===== src/rtl/spi_txn_sequencer_pkg.sv =====
// Shared definitions for the SPI transaction sequencer: FSM state encoding and
// the slave-select index width helper.
package spi_txn_sequencer_pkg;

  typedef enum logic [2:0] {
    ST_IDLE      = 3'd0,
    ST_ISSUE     = 3'd1,
    ST_WAIT_DONE = 3'd2,
    ST_CAPTURE   = 3'd3,
    ST_ABORT     = 3'd4,
    ST_DRAIN     = 3'd5
  } state_e;

  // Index width for a slave count; never narrower than one bit.
  function automatic int sel_width(input int num_slaves);
    return (num_slaves <= 2) ? 1 : $clog2(num_slaves);
  endfunction

endpackage


===== src/rtl/spi_txn_sequencer_sync_fifo.sv =====
// First-word-fall-through synchronous FIFO with occupancy output. A push into a
// full FIFO is accepted only when a pop happens in the same cycle.
module spi_txn_sequencer_sync_fifo #(
  parameter int WIDTH = 8,
  parameter int DEPTH = 16
) (
  input  logic                   clk,
  input  logic                   rst,
  input  logic                   push_i,
  input  logic [WIDTH-1:0]       din_i,
  input  logic                   pop_i,
  output logic [WIDTH-1:0]       dout_o,
  output logic                   empty_o,
  output logic [$clog2(DEPTH):0] level_o
);

  localparam int AW = $clog2(DEPTH);

  logic [WIDTH-1:0] mem_q [DEPTH];
  logic [AW-1:0]    wr_ptr_q, rd_ptr_q;
  logic [AW:0]      level_q, level_d;
  logic             full, do_push, do_pop;

  assign empty_o = (level_q == '0);
  assign full    = (level_q == (AW+1)'(DEPTH));
  assign do_pop  = pop_i && !empty_o;
  assign do_push = push_i && (!full || do_pop);

  always_comb begin
    level_d = level_q;
    case ({do_push, do_pop})
      2'b10:   level_d = level_q + (AW+1)'(1);
      2'b01:   level_d = level_q - (AW+1)'(1);
      default: level_d = level_q;
    endcase
  end

  always_ff @(posedge clk) begin
    if (rst) begin
      wr_ptr_q <= '0;
      rd_ptr_q <= '0;
      level_q  <= '0;
    end else begin
      if (do_push) wr_ptr_q <= wr_ptr_q + AW'(1);
      if (do_pop)  rd_ptr_q <= rd_ptr_q + AW'(1);
      level_q <= level_d;
    end
  end

  always_ff @(posedge clk) begin
    if (do_push) mem_q[wr_ptr_q] <= din_i;
  end

  // Present zeros while empty so the consumer never sees a stale word.
  assign dout_o  = empty_o ? '0 : mem_q[rd_ptr_q];
  assign level_o = level_q;

endmodule


===== src/rtl/spi_txn_sequencer.sv =====
// Command-queue front end for an SPI master: buffers commands, issues them one at
// a time with per-command slave select, collects read data and watchdog aborts.
module spi_txn_sequencer
  import spi_txn_sequencer_pkg::*;
#(
  parameter int  DATA_WIDTH     = 16,
  parameter int  NUM_SLAVES     = 2,
  parameter int  CMD_DEPTH      = 16,
  parameter int  RSP_DEPTH      = 16,
  parameter int  TIMEOUT_CYCLES = 1024,
  localparam int SEL_W          = sel_width(NUM_SLAVES),
  localparam int CLVL_W         = $clog2(CMD_DEPTH) + 1
) (
  input  logic                  clk,
  input  logic                  rst,
  input  logic                  cmd_valid,
  output logic                  cmd_ready,
  input  logic                  cmd_read,
  input  logic [SEL_W-1:0]      cmd_slave,
  input  logic [DATA_WIDTH-1:0] cmd_data,
  output logic                  rsp_valid,
  input  logic                  rsp_ready,
  output logic [DATA_WIDTH-1:0] rsp_data,
  output logic [SEL_W-1:0]      rsp_slave,
  output logic                  rsp_timeout,
  output logic                  m_start_tx,
  output logic [DATA_WIDTH-1:0] m_tx_data,
  output logic [NUM_SLAVES-1:0] m_slave_sel,
  input  logic                  m_busy,
  input  logic                  m_irq,
  input  logic [DATA_WIDTH-1:0] m_rx_data,
  output logic [CLVL_W-1:0]     cmd_level,
  output logic                  err_timeout
);

  localparam int ENT_W  = 1 + SEL_W + DATA_WIDTH;
  localparam int RLVL_W = $clog2(RSP_DEPTH) + 1;
  localparam int WD_W   = $clog2(TIMEOUT_CYCLES) + 1;
  localparam logic [WD_W-1:0]   WD_LAST  = WD_W'(TIMEOUT_CYCLES - 1);
  localparam logic [RLVL_W-1:0] RSP_FULL = RLVL_W'(RSP_DEPTH);
  localparam logic [CLVL_W-1:0] CMD_FULL = CLVL_W'(CMD_DEPTH);

  function automatic logic [NUM_SLAVES-1:0] slave_onehot(input logic [SEL_W-1:0] s);
    logic [NUM_SLAVES-1:0] oh;
    oh = '0;
    for (int i = 0; i < NUM_SLAVES; i++) oh[i] = (s == SEL_W'(i));
    return oh;
  endfunction

  logic [ENT_W-1:0]      cmd_dout, rsp_din, rsp_dout;
  logic                  cmd_empty, cmd_push, cmd_pop, rsp_empty, rsp_push, rsp_room;
  logic [RLVL_W-1:0]     rsp_level;
  logic                  head_read;
  logic [SEL_W-1:0]      head_slave;
  logic [DATA_WIDTH-1:0] head_data;

  state_e                state_q, state_d;
  logic                  start_q, start_d, err_q, err_d;
  logic [NUM_SLAVES-1:0] sel_q, sel_d;
  logic [DATA_WIDTH-1:0] txd_q, txd_d, rx_q, rx_d;
  logic                  cur_read_q, cur_read_d;
  logic [SEL_W-1:0]      cur_slave_q, cur_slave_d;
  logic [WD_W-1:0]       wd_q, wd_d;

  assign cmd_ready = (cmd_level != CMD_FULL);
  assign cmd_push  = cmd_valid && cmd_ready;
  assign rsp_room  = (rsp_level != RSP_FULL);

  assign head_read  = cmd_dout[ENT_W-1];
  assign head_slave = cmd_dout[DATA_WIDTH +: SEL_W];
  assign head_data  = cmd_dout[DATA_WIDTH-1:0];

  spi_txn_sequencer_sync_fifo #(.WIDTH(ENT_W), .DEPTH(CMD_DEPTH)) u_cmd_fifo (
    .clk     (clk),
    .rst     (rst),
    .push_i  (cmd_push),
    .din_i   ({cmd_read, cmd_slave, cmd_data}),
    .pop_i   (cmd_pop),
    .dout_o  (cmd_dout),
    .empty_o (cmd_empty),
    .level_o (cmd_level)
  );

  spi_txn_sequencer_sync_fifo #(.WIDTH(ENT_W), .DEPTH(RSP_DEPTH)) u_rsp_fifo (
    .clk     (clk),
    .rst     (rst),
    .push_i  (rsp_push),
    .din_i   (rsp_din),
    .pop_i   (rsp_ready),
    .dout_o  (rsp_dout),
    .empty_o (rsp_empty),
    .level_o (rsp_level)
  );

  always_comb begin
    state_d     = state_q;
    start_d     = 1'b0;
    sel_d       = sel_q;
    txd_d       = txd_q;
    err_d       = err_q;
    cur_read_d  = cur_read_q;
    cur_slave_d = cur_slave_q;
    rx_d        = rx_q;
    wd_d        = wd_q;
    cmd_pop     = 1'b0;
    rsp_push    = 1'b0;
    rsp_din     = {1'b0, cur_slave_q, rx_q};
    case (state_q)
      ST_IDLE: begin
        // A read may only launch once its response is guaranteed a slot.
        if (!cmd_empty && (!head_read || rsp_room) && !m_busy) begin
          cmd_pop     = 1'b1;
          cur_read_d  = head_read;
          cur_slave_d = head_slave;
          start_d     = 1'b1;
          sel_d       = slave_onehot(head_slave);
          txd_d       = head_data;
          state_d     = ST_ISSUE;
        end
      end
      ST_ISSUE: begin
        wd_d    = '0;
        state_d = ST_WAIT_DONE;
      end
      ST_WAIT_DONE: begin
        if (m_irq) begin
          rx_d    = m_rx_data;
          state_d = ST_CAPTURE;
        end else if (wd_q == WD_LAST) begin
          state_d = ST_ABORT;
        end else begin
          wd_d = wd_q + WD_W'(1);
        end
      end
      ST_CAPTURE: begin
        rsp_push = cur_read_q;
        sel_d    = '0;
        state_d  = ST_IDLE;
      end
      ST_ABORT: begin
        rsp_push = 1'b1;
        rsp_din  = {1'b1, cur_slave_q, {DATA_WIDTH{1'b0}}};
        err_d    = 1'b1;
        sel_d    = '0;
        state_d  = ST_DRAIN;
      end
      ST_DRAIN: begin
        if (!m_busy) state_d = ST_IDLE;
      end
      default: state_d = ST_IDLE;
    endcase
  end

  always_ff @(posedge clk) begin
    if (rst) begin
      state_q <= ST_IDLE;
      start_q <= 1'b0;
      sel_q   <= '0;
      txd_q   <= '0;
      err_q   <= 1'b0;
    end else begin
      state_q <= state_d;
      start_q <= start_d;
      sel_q   <= sel_d;
      txd_q   <= txd_d;
      err_q   <= err_d;
    end
  end

  always_ff @(posedge clk) begin
    cur_read_q  <= cur_read_d;
    cur_slave_q <= cur_slave_d;
    rx_q        <= rx_d;
    wd_q        <= wd_d;
  end

  assign m_start_tx  = start_q;
  assign m_slave_sel = sel_q;
  assign m_tx_data   = txd_q;
  assign err_timeout = err_q;
  assign rsp_valid   = !rsp_empty;
  assign rsp_timeout = rsp_dout[ENT_W-1];
  assign rsp_slave   = rsp_dout[DATA_WIDTH +: SEL_W];
  assign rsp_data    = rsp_dout[DATA_WIDTH-1:0];

endmodule

===== config.mk =====
export PLATFORM = sky130hd
export DESIGN_NAME = spi_txn_sequencer
export DESIGN_NICKNAME = d
export VERILOG_FILES = /design/src/rtl/spi_txn_sequencer_pkg.sv /design/src/rtl/spi_txn_sequencer_sync_fifo.sv /design/src/rtl/spi_txn_sequencer.sv
export SDC_FILE = /design/constraint.sdc
export NUM_CORES = 1
export LEC_CHECK = 0
export ABC_AREA = 0
export CAP_MARGIN = 40
export CORE_ASPECT_RATIO = 0.9
export CORE_MARGIN = 3
export CORE_UTILIZATION = 40
export DETAILED_ROUTE_END_ITERATION = 12
export MAX_ROUTING_LAYER = met4
export PLACE_DENSITY = 0.67
export SYNTH_ARGS = -nofsm -noshare
export SYNTH_HDL_FRONTEND = slang
export SYNTH_SLANG_ARGS = --single-unit
export TNS_END_PERCENT = 50

===== constraint.sdc =====
create_clock -name clk -period 6.42 [get_ports clk]
set_input_delay 1.926 -clock clk [delete_from_list [all_inputs] [get_ports clk]]
set_output_delay 1.926 -clock clk [all_outputs]
set_load 0.02 [all_outputs]

==> out/summary.txt <==
Post CTS Setup Buffer Count - 0
max-cap violations - 0
Root Buffer - clkbuf_16
die extent in x - 274 µm
dpl hpwl - 31800 µm
post-synth design cell area - 25800 µm²
outcome - finished, final reports clean
Post-Synth XOR/XNOR Area - 0.00747
leakage power - 0.00947 µW
DR WL/cell - 23.9 µm
Top FF cell, synth - edfxtp_1
area share of fa/ha/maj cells after synthesis - 0.0108
chip height - 247 µm
pwr dens - 360 nW/µm²
Post-Synth Simple-Gate Area - 0.0449
worst hold start - m_tx_data[2]
CTS clk-pin slew, worst paths - 60 ps
vias per inst - 5.49
Avg Inst Size Synth - 19.8 µm²
final setup fails - 0
Synth Warn # - 0
Slew Limit Fails - 0
crit path DAT - 3510 ps
Initial Utilization - 0.408
Clock Sinks - 662
CP max FO - 30
CTS tree - done
final setup skew - 28.7 ps
first-pass GRT wire length - 83000 µm
final period utilization - 0.847
Post-synth EDFFs - 605
Hold Violations, Final - 0
vias in the first global route - 13000
I/O Buffers - 84
H-tree lvl count - 3
combinational share of power - 0.174
minimum clock period - 5430 ps
Inserted Clock Buffers - 67
Seq cells post-synth - 662
Post-synth ARST share - 0
Max IR drop VDD - 0.259 mV
RSZ-0062 raised after global routing - false
pre-CTS WS - 1530 ps
Slew HR - 0.320
Total Routing Usage GR - 0.171
register share of total power - 0.472
Power, Total - 10900 µW
Worst Setup Start Kind - register
sw frac - 0.256
largest net degree at the start of global routing - 57
fillers - 5122
Nets - 1501
Cell Int Power - 8080 µW
crit end category - output pin
P_sw - 2780 µW
Routed Antenna Nets - 0
1st-iter DRT viols - 1267
clock buffer depth - 3
mux contribution to synthesized area - 0.144
RePlAce Congestion - 0.746
final hold slack - 479 ps
Area Growth Syn to Fin - 16.9%
layout cells sized above 1 - 0.237
Compound-Gate Fraction of Synth Area - 0.0293
Max Clk Rate - 0.184 GHz
Worst Path Required - 4490 ps
gate count after technology mapping - 1302
Least-Margin Pin Slew - 1020 ps
final core utilization - 0.477
clock latency on the worst-skew pair - 610 ps
final worst slack - 985 ps
Remaining DRCs - 0
Reg2Reg Launch Point - u_cmd_fifo.level_o[0]
GR Overflow Total - 0
final wirelength - 55700 µm
largest family of logic cells by synthesized area - multiplexers
Worst Hold Depth - 2
min-delay worst type - reg2reg
total number of vias - 12800
Core Footprint - 63200 µm²
I/O pin count - 85
post-CTS resize count - 0
Die ar. - 67600 µm²
number of detailed-route iterations in the first pass - 5
# rows - 87
Post-CTS Hold Buffers - 0
Yosys cell types - 57
Seq/Total Area, Yosys - 0.749
kind of critical path - reg2out
total negative slack - 0 ps
Net Count, Synth - 1363
cells on worst reg2reg path - 13
Clk pwr share - 0.355
initial antenna violation count - 1
-- cells in the final DEF, fill, tap and decap left out, types with 25 or more instances in the layout --
master             n
edfxtp_1         605
mux4_2           159
clkdlybuf4s50_1   83
clkbuf_16         70
dfxtp_1           53
buf_4             51
nor2_1            46
a21oi_1           43
nor2b_1           36
a22oi_1           30
nand2_1           26
o21ai_0           25
-- worst max-delay path, cell delays in order, from the launching register on --
cell and delay (ps):
dfxtp_4 750, buf_4 410, mux4_2 550, mux4_2 490, nor2b_1 180, clkdlybuf4s50_1 540
-- cell type report --
class	count	area (µm²)	area share
Antenna cell	1	2.50	0.0000830
Inverter	12	45.0	0.00149
Tap cell	845	1060	0.0351
Sequential cell	662	19300	0.641
Multi-Input combinational cell	554	6190	0.205
Clock buffer	93	1890	0.0626
Clock inverter	25	280	0.00930
Timing Repair Buffer	143	1370	0.0453
-- power groups by stage --
stage	Combinational (µW)	Sequential, µW	Clock (µW)
global placement	1820	5200	0
CTS	1900	5120	3930
detailed placement	1900	5210	0
finish	1880	5120	3850
global route	2030	5150	4100
floorplan	1300	5150	0
-- state kept, by name, summed over array words and instances (netlist names), 5 cells and up, named ones only --
register and count:
u_rsp_fifo.level_o 5, u_cmd_fifo.level_o 5, wd_q 11, u_rsp_fifo.mem_q 288, m_tx_data 16, u_cmd_fifo.mem_q 288
rx_q 16
-- final timing paths --
| path | slack (ps) | end |
|---|---|---|
| setup / recovery | 990 | rsp_timeout |
| hold / removal | 480 | m_tx_data[2] |
| setup reg to reg | 2570 | u_cmd_fifo.level_o[4] |
| hold reg to reg | 480 | m_tx_data[2] |
-- kinds of logic (layout without fill, tap and decap cells) --
group	Yosys count	count (layout)
AO/OA/AOI/OAI	119	119
other	0	1
XOR/XNOR	22	22
AND/OR/NAND/NOR	220	220
flip-flops	662	662
buffers and inverters	86	273
multiplexers	172	172
adder cells (fa/ha/maj)	21	21
-- layer usage --
| metal | GRT usage | up-vias | share of wire |
|---|---|---|---|
| li1 | - | 5554 | - |
| met1 | 0.228 | 6776 | 0.43 |
| met2 | 0.273 | 415 | 0.49 |
| met3 | 0.0320 | 80 | 0.061 |
| met4 | 0.0455 | 0 | 0.017 |
| met5 | - | - | 0 |
-- cell usage after synthesis (2+ instances only) --
| library cell | number | area, µm² |
|---|---|---|
| mux4_2 | 159 | 3580 |
| nor3b_1 | 5 | 37.5 |
| nand4_1 | 4 | 25.0 |
| xnor2_1 | 9 | 78.8 |
| nand2_1 | 26 | 97.6 |
| ha_1 | 19 | 238 |
| and3_1 | 5 | 31.3 |
| o21ai_0 | 25 | 125 |
| nor2b_1 | 37 | 231 |
| and2b_1 | 3 | 22.5 |
| nor2_1 | 61 | 229 |
| a22oi_1 | 30 | 225 |
| or3_1 | 10 | 62.6 |
| mux2i_1 | 10 | 100 |
| fa_1 | 2 | 40.0 |
| inv_1 | 12 | 45.0 |
| a211oi_1 | 2 | 15.0 |
| a21o_1 | 5 | 37.5 |
| mux2_4 | 2 | 30.0 |
| dfxtp_1 | 57 | 1140 |
| xor2_1 | 13 | 114 |
| buf_4 | 7 | 52.6 |
| o21ai_1 | 3 | 15.0 |
| nand3_1 | 23 | 115 |
| nor3_1 | 12 | 60.1 |
| nor4_1 | 4 | 25.0 |
| edfxtp_1 | 605 | 18200 |
| buf_2 | 18 | 90.1 |
| a21oi_1 | 43 | 215 |
| clkbuf_1 | 41 | 154 |
| nand2b_1 | 5 | 31.3 |
| and2_1 | 14 | 87.6 |
| buf_1 | 7 | 26.3 |
-- through the flow --
step	area (µm²)	std cells
floorplan	25800	1302
detailed placement	28000	2214
global route	30100	2335
finish	30100	2335
global placement	27800	2207
CTS	30100	2332
Note: power is estimated with default switching activity, not from simulation.
